File: config.mk
export PLATFORM = sky130hd
export DESIGN_NAME = uart_tx_arbiter
export DESIGN_NICKNAME = d
export VERILOG_FILES = /design/src/rtl/uart_tx_arbiter.sv
export SDC_FILE = /design/constraint.sdc
export NUM_CORES = 1
export LEC_CHECK = 0
export CORE_ASPECT_RATIO = 1.4
export CORE_MARGIN = 2
export CORE_UTILIZATION = 52
export CTS_CLUSTER_DIAMETER = 60
export DETAILED_ROUTE_END_ITERATION = 8
export PLACE_DENSITY = 0.85
export SLEW_MARGIN = 20
export SYNTH_ARGS = -nofsm -noshare
export SYNTH_HDL_FRONTEND = slang
export SYNTH_SLANG_ARGS = --single-unit
File: constraint.sdc
create_clock -name clk -period 2.5 [get_ports clk]
set_clock_uncertainty 0.05 [all_clocks]
set_input_delay 0.75 -clock clk [delete_from_list [all_inputs] [get_ports clk]]
set_output_delay 0.75 -clock clk [all_outputs]
set_load 0.02 [all_outputs]
File: src/rtl/uart_tx_arbiter.sv
// Round-robin arbiter/sequencer sharing one 8N1 UART transmitter among N_REQ byte producers.
// Define UART_ARB_TAG_EN to prefix every data frame with a {5'b11110, grant_id} tag frame.
`timescale 1ns/1ps
module uart_tx_arbiter #(
    parameter int unsigned N_REQ     = 4,
    parameter int unsigned GUARD_CYC = 5000,
    parameter int unsigned START_TO  = 4
) (
    input  logic                 clk,
    input  logic                 res,
    input  logic [N_REQ-1:0]     req,
    input  logic [8*N_REQ-1:0]   req_data,
    output logic [N_REQ-1:0]     ack,
    output logic [7:0]           data_out,
    output logic                 en_data_out,
    input  logic                 tx_busy,
    output logic [2:0]           grant_id,
    output logic                 err_start
);

    localparam int unsigned     TO_W    = $clog2(START_TO + 1);
    localparam logic [N_REQ-1:0] ONE_HOT = N_REQ'(1);
    localparam logic [12:0]     GUARD_LD = 13'(GUARD_CYC - 1);

    typedef enum logic [2:0] {
        IDLE,
        LAUNCH,
        WAIT_START,
        WAIT_DONE,
        GUARD
`ifdef UART_ARB_TAG_EN
        ,
        TAG_LAUNCH,
        TAG_WAIT
`endif
    } state_t;

`ifdef UART_ARB_TAG_EN
    typedef enum logic [1:0] {PH_START, PH_DONE, PH_GUARD} phase_t;
    phase_t     r_phase;
    logic [7:0] r_byte;
`endif

    state_t           r_state;
    logic [N_REQ-1:0] r_ack;
    logic [7:0]       r_data_out;
    logic             r_en;
    logic [2:0]       r_grant_id;
    logic             r_err;
    logic [12:0]      r_guard_cnt;
    logic [TO_W-1:0]  r_to_cnt;

    logic             w_any;
    logic [2:0]       w_next_id;
    logic [7:0]       w_next_byte;

    // First pending requester searching upward from the last grant, wrapping.
    always_comb begin
        w_any       = 1'b0;
        w_next_id   = r_grant_id;
        w_next_byte = '0;
        for (int unsigned k = 1; k <= N_REQ; k++) begin
            int unsigned idx;
            idx = (32'(r_grant_id) + k) % N_REQ;
            if (!w_any && req[idx]) begin
                w_any       = 1'b1;
                w_next_id   = idx[2:0];
                w_next_byte = req_data[8*idx +: 8];
            end
        end
    end

    always_ff @(posedge clk) begin
        if (res) begin
            r_state     <= IDLE;
            r_ack       <= '0;
            r_en        <= 1'b0;
            r_data_out  <= '0;
            r_grant_id  <= 3'(N_REQ - 1);
            r_err       <= 1'b0;
            r_guard_cnt <= '0;
            r_to_cnt    <= '0;
`ifdef UART_ARB_TAG_EN
            r_phase     <= PH_START;
            r_byte      <= '0;
`endif
        end else begin
            r_en  <= 1'b0;
            r_ack <= '0;
            case (r_state)
                IDLE: begin
                    if (w_any && !tx_busy) begin
                        r_grant_id <= w_next_id;
`ifdef UART_ARB_TAG_EN
                        r_byte     <= w_next_byte;
                        r_data_out <= {5'b11110, w_next_id};
                        r_state    <= TAG_LAUNCH;
`else
                        r_data_out <= w_next_byte;
                        r_state    <= LAUNCH;
`endif
                    end
                end
                LAUNCH: begin
                    r_en     <= 1'b1;
                    r_ack    <= ONE_HOT << r_grant_id;
                    r_to_cnt <= '0;
                    r_state  <= WAIT_START;
                end
                WAIT_START: begin
                    // The launch cycle itself does not count towards the timeout.
                    if (tx_busy) begin
                        r_state <= WAIT_DONE;
                    end else if (r_to_cnt == TO_W'(START_TO)) begin
                        r_err       <= 1'b1;
                        r_guard_cnt <= GUARD_LD;
                        r_state     <= GUARD;
                    end else begin
                        r_to_cnt <= r_to_cnt + TO_W'(1);
                    end
                end
                WAIT_DONE: begin
                    if (!tx_busy) begin
                        r_guard_cnt <= GUARD_LD;
                        r_state     <= GUARD;
                    end
                end
                GUARD: begin
                    if (r_guard_cnt == '0) begin
                        r_state <= IDLE;
                    end else begin
                        r_guard_cnt <= r_guard_cnt - 13'd1;
                    end
                end
`ifdef UART_ARB_TAG_EN
                TAG_LAUNCH: begin
                    r_en     <= 1'b1;
                    r_to_cnt <= '0;
                    r_phase  <= PH_START;
                    r_state  <= TAG_WAIT;
                end
                TAG_WAIT: begin
                    case (r_phase)
                        PH_START: begin
                            // Tag timeout drops the data frame; the request stays pending.
                            if (tx_busy) begin
                                r_phase <= PH_DONE;
                            end else if (r_to_cnt == TO_W'(START_TO)) begin
                                r_err       <= 1'b1;
                                r_guard_cnt <= GUARD_LD;
                                r_state     <= GUARD;
                            end else begin
                                r_to_cnt <= r_to_cnt + TO_W'(1);
                            end
                        end
                        PH_DONE: begin
                            if (!tx_busy) begin
                                r_guard_cnt <= GUARD_LD;
                                r_phase     <= PH_GUARD;
                            end
                        end
                        default: begin
                            if (r_guard_cnt == '0) begin
                                r_data_out <= r_byte;
                                r_state    <= LAUNCH;
                            end else begin
                                r_guard_cnt <= r_guard_cnt - 13'd1;
                            end
                        end
                    endcase
                end
`endif
                default: r_state <= IDLE;
            endcase
        end
    end

    assign ack         = r_ack;
    assign data_out    = r_data_out;
    assign en_data_out = r_en;
    assign grant_id    = r_grant_id;
    assign err_start   = r_err;

endmodule

Word level (Yosys, flattened, before mapping):

Index checks and enable logic that the tools add are counted.

* register bits after elaboration: 36
* logic and storage cells: 93
* output and inout port bits: 17

* order comparisons: 4
* eq/ne operators: 13
* bitwise operators: 2
* muxes and demuxes: 35
* reduce and logical (&&, ||, !) cells: 20
* shift operators: 5
* add/sub/neg operators: 6

Operator list (count)
* 32-bit by 6-bit variable part select with 8-bit output: 4
* 13-bit 2-to-1 mux: 4
* 13-bit case mux with 3 select lines: 1
* 3-bit 2-to-1 mux: 11
* 8-bit 2-to-1 mux: 4
* 3-bit case mux with 5 select lines: 1
* 2-bit != test, second input constant: 7
* 13-bit zero test: 1
* 13-bit by 1-bit subtractor with 13-bit output, second input constant: 1
* 2-bit by 3-bit < comparator with 1-bit output, second input constant: 4
* 1-bit 2-to-1 mux: 9
* 3-bit AND reduction: 3
* 1-bit binary-select mux with 2-bit select: 4
* 3-bit by 2-bit equality test with 1-bit output, second input constant: 2
* 3-bit equality test, second input constant: 2
* 3-bit case mux with 2 select lines: 1
* 5-bit AND reduction: 1
* 2-bit by 1-bit adder with 2-bit output, second input constant: 2
* 2-bit adder, second input constant: 2
* 1-bit logical AND: 4
* 1-bit zero test: 4
* 4-bit AND reduction: 1
* 4-bit nonzero test: 1
* 1-bit by 3-bit left shift with 4-bit output, first input constant: 1
* 9 further kinds: 10

Depth between registers and ports, before layout:

* depth in word-level cells: 16
* mapped depth: 8
* mapped depth without buffers: 7

Worst setup path before layout:

OpenSTA, ideal clock, no wires.

* kind: input to register
* from: input port req[2]
* to: register r_data_out[0], in the netlist data_out[0]
* library setup time: 0.091 ns
* required time: 2.359 ns
* arrival: 1.966 ns
* setup slack: 0.393 ns
* cell stages on the path: 6
* cells stage by stage: buf_2 -> inv_1 -> mux4_2 -> o21ai_1 -> o211ai_1 -> a311oi_1

* cells in the longest elaborated chain, start to end: 14
* elaborated cells on any way between the ends: 24
* classes of those cells: 16 x mux; 8 x reduce/logical

RTL lines
* from (decl): RTL line 11 `input logic [N_REQ-1:0] req,`
* 1-bit binary-select mux with 2-bit select: RTL line 65 `if (!w_any && req[idx]) begin`
* 1-bit 2-to-1 mux (not written as such): RTL line 65
* 1-bit 2-to-1 mux: RTL line 65
* 1-bit zero test: RTL line 65
* 1-bit logical AND: RTL line 65
* 1-bit 2-to-1 mux: RTL line 65
* 1-bit zero test: RTL line 65
* 1-bit logical AND: RTL line 65
* 1-bit 2-to-1 mux: RTL line 65
* 1-bit zero test: RTL line 65
* 1-bit logical AND: RTL line 65
* 1-bit 2-to-1 mux: RTL line 65
* 1-bit logical AND: RTL line 92 `if (w_any && !tx_busy) begin`
* 2-bit AND reduction (no line)
* to (signal assigned): RTL line 99 `r_data_out <= w_next_byte;`
* to (decl): RTL line 46 `logic [7:0] r_data_out;`

Parallel ways exist; a longest one is shown, timed or not. The select of a mux whose other input is x is not followed.
A chain may end at the register's enable or synchronous reset.

Final worst setup path:

* from: input port req[3]
* to: register r_data_out[6], in the netlist data_out[6]

Same word-level chain as after synthesis.

==> run metrics <==
number of clock buffers inserted by TritonCTS 5; syn_nets roughly 340; number of setup buffers added after CTS 0; height of the chip approximately 91 µm; number of flops mapped to enable cells by yosys 0; clock insertion delay at the later pin of the skew report ~0.29 ns; crit path DAT 2.53 ns; max-slew headroom at the worst pin about 66%; worst slew pin tran around 0.50 ns; power density cells 508 nW/µm²; type of destination of the critical path register; Nets 406; mean instance size in the synthesized netlist 9.36 µm²; setup repair after global routing missed its margin no; total count of max-transition violations in the final report 0; routed length on met3 ~270 µm; TritonCTS clock tree yes; Crit Reg-Reg Endpoint data_out[6]$_SDFFE_PP0P_; worst hold endpoint err_start$_SDFFE_PP0P_; area of the die approximately 6000 µm²; share of total power in the clock network between 20% and 30%; fraction of post-synthesis cell area in the top cell type by area 24.9%; top area cells in the synthesized netlist sky130_fd_sc_hd__dfxtp_1, sky130_fd_sc_hd__mux4_2, sky130_fd_sc_hd__mux2i_1; number of clock sinks seen by CTS 35; vias in the first global route about 2500; Mapped Area ~2800 µm²; routed length per placed instance roughly 15 µm; number of cells on the worst hold path 2; number of gates resized after cts 0; total via count after detailed routing between 2000 and 3000; YS warnings 0; final routed DRC violation total 0; switching share of power between 30% and 40%; antenna cells 0; number of maximum-capacitance violations 0; sequence of cells on the critical path clkdlybuf4s50_1 -> inv_2 -> mux4_2 -> o21ai_1 -> o211ai_1 -> a311oi_1; share of the yosys chip area belonging to registers ~25%; async set-reset flop share out of synthesis 0%; GRT Overall Usage 22.8%; final hold violation count 0; post-layout minimum cycle time 2.39 ns; worst hold slack after final layout about 0.43 ns; wire length of the first global-routing pass 11.3 mm; Cell variety after synth just over 50; area added between synthesis and finish 27.7%; startpoint-to-endpoint class of the critical path in2reg; standard cell core area between 5000 and 6000 µm²; summed negative setup slack over all endpoints 0 ns; cell at the root of the clock tree sky130_fd_sc_hd__clkbuf_8; Worst-path clk slew about 0.07 ns; wire length the detailed router placed on met1 approximately 2.6 mm; critical register-to-register path startpoint grant_id[0]$_SDFFE_PP1P_; fillcell total between 400 and 500; fmax ~420 MHz; register-to-register path setup slack approximately 0.40 ns; share of the clock period used by the worst path 95.6%; post-detailed-placement half-perimeter wirelength roughly 5.1 mm; detail-routed via count per cell 6.01; data required time at the worst endpoint ~2.6 ns; remaining number of nets flagged by the antenna check after routing 0; Pleak roughly 1.4 nW; num rows 31; Slowest Stage Delay on Critical Path 0.58 ns; start point of the worst min-delay path err_start$_SDFFE_PP0P_; number of placed I/O pins 56; final wirelength 6.40 mm; weighted congestion at the end of routability-driven global placement 0.856; top post-synthesis cells by count sky130_fd_sc_hd__dfxtp_1, sky130_fd_sc_hd__nor2_1, sky130_fd_sc_hd__nand2_1, sky130_fd_sc_hd__mux2i_1, sky130_fd_sc_hd__mux4_2; worst-path cell with the longest stage delay sky130_fd_sc_hd__clkdlybuf4s50_1; Max rail drop VDD 0.000264 V; class of the most critical hold timing path reg2reg; Post-CTS Hold Buffers 0; Post-Syn Instances 300; Int Pwr around 0.0012 W; cell type with the highest aggregate area in the netlist sky130_fd_sc_hd__dfxtp_1; maximum level of the CTS H-tree 2; buffers added on ports 54; width of the die about 66 µm; Max Used Layer met4; Setup crit start kind input port; initial antenna violation count 0; P_sw 0.000611 W; Seq pwr share a little over a third; Top FF cell, synth sky130_fd_sc_hd__dfxtp_1; pin count of the biggest net entering global routing 34; number of synthesized register bits 35; remaining global-route overflow 0; iteration-0 DRC count of the detailed router 129; First-pass DRT Iterations 4; run status complete, no violations; worst-path fanout max 9; count leader, synth sky130_fd_sc_hd__dfxtp_1; cell depth of the worst flop-to-flop path 5; maximum clock path buffer count 2; share of layout cells above drive strength 1 between 10% and 20%; met2 WL post-DR around 3.5 mm; Initial Utilization a little over half; part of the total power dissipated in combinational logic between 40% and 50%; count of endpoints failing setup in the final report 0
[area by class of cell]
cell class | instances | area (µm²) | share of cell area (%)
Sequential cell | 35 | 703 | 19.6
Timing Repair Buffer | 76 | 721 | 20.1
Clock inverter | 1 | 5.00 | 0.140
Inverter | 10 | 37.5 | 1.05
Multi-Input combinational cell | 235 | 1950 | 54.5
Clock buffer | 6 | 82.6 | 2.30
Tap cell | 66 | 82.6 | 2.30
[power groups by stage]
stage | logic, W | clock network (W) | registers (W)
after global routing | 0.000835 | 0.000436 | 0.000646
after CTS | 0.000771 | 0.000417 | 0.000640
after floorplan | 0.000521 | 0 | 0.000665
final | 0.000772 | 0.000410 | 0.000640
after detailed placement | 0.000767 | 0 | 0.000653
after global placement | 0.000741 | 0 | 0.000651
[kinds of logic after synthesis]
| kind of cell | Yosys count | synth area share [%] |
|---|---|---|
| AND/OR/NAND/NOR | 102 | 19.5 |
| AO/OA/AOI/OAI | 61 | 16.1 |
| multiplexers | 55 | 28.4 |
| flip-flops | 35 | 24.9 |
| buffers and inverters | 30 | 5.48 |
| XOR/XNOR | 12 | 3.74 |
| adder cells (fa/ha/maj) | 4 | 1.78 |
| other | 1 | 0.134 |
[critical path, delay by kind of cell]
kind,cells,cell delay [ns]
buffers and inverters,2,0.62
AO/OA/AOI/OAI,3,0.59
multiplexers,1,0.57
[registers in the layout, indices dropped and copies added (netlist names)]
name and count:
ack 4, data_out 8, en_data_out 1, err_start 1, grant_id 2, r_guard_cnt 13, r_state 3, r_to_cnt 3
[layer usage]
layer	up-vias	track usage (%)
met5	-	0
li1	1253	-
met4	0	6.12
met1	1235	27.1
met3	12	3.35
met2	78	41.4
[cell usage in the layout, fill, tap and decap left out, drive strengths merged, types with 6 or more instances in the layout]
cell type | Yosys | layout
a311oi | 9 | 9
clkbuf | 4 | 6
xor2 | 7 | 7
inv | 10 | 10
clkdlybuf4s50 | 0 | 53
nor3 | 6 | 6
dfxtp | 35 | 35
o21ai | 12 | 12
nor2 | 34 | 34
o211ai | 13 | 13
buf | 16 | 22
mux4 | 18 | 18
mux2 | 17 | 17
nor4 | 7 | 7
a21oi | 12 | 12
mux2i | 20 | 20
nand2 | 23 | 23
[worst max-delay path by stage]
stage,from,to,cells past startpoint
global placement,req[0],data_out[0]$_SDFFE_PP0P_,6
global route,req[3],data_out[4]$_SDFFE_PP0P_,6
detailed placement,req[0],data_out[6]$_SDFFE_PP0P_,6
finish,req[3],data_out[6]$_SDFFE_PP0P_,6
CTS,req[0],data_out[6]$_SDFFE_PP0P_,6
floorplan,req[2],data_out[0]$_SDFFE_PP0P_,6
[per-stage QoR]
step / cell area [µm²] / power, W / setup WS [ns] / util, % / std cells
floorplan: 2810 / 0.00119 / 0.393 / - / 300
detailed placement: 3500 / 0.00142 / -0.230 / 67.3 / 422
global route: 3590 / 0.00192 / 0.00764 / 69.0 / 429
finish: 3590 / 0.00182 / 0.110 / 69.0 / 429
CTS: 3580 / 0.00183 / 0.0561 / 68.9 / 429
global placement: 3500 / 0.00139 / -0.108 / 67.3 / 422
(Power assumes the default switching activity.)
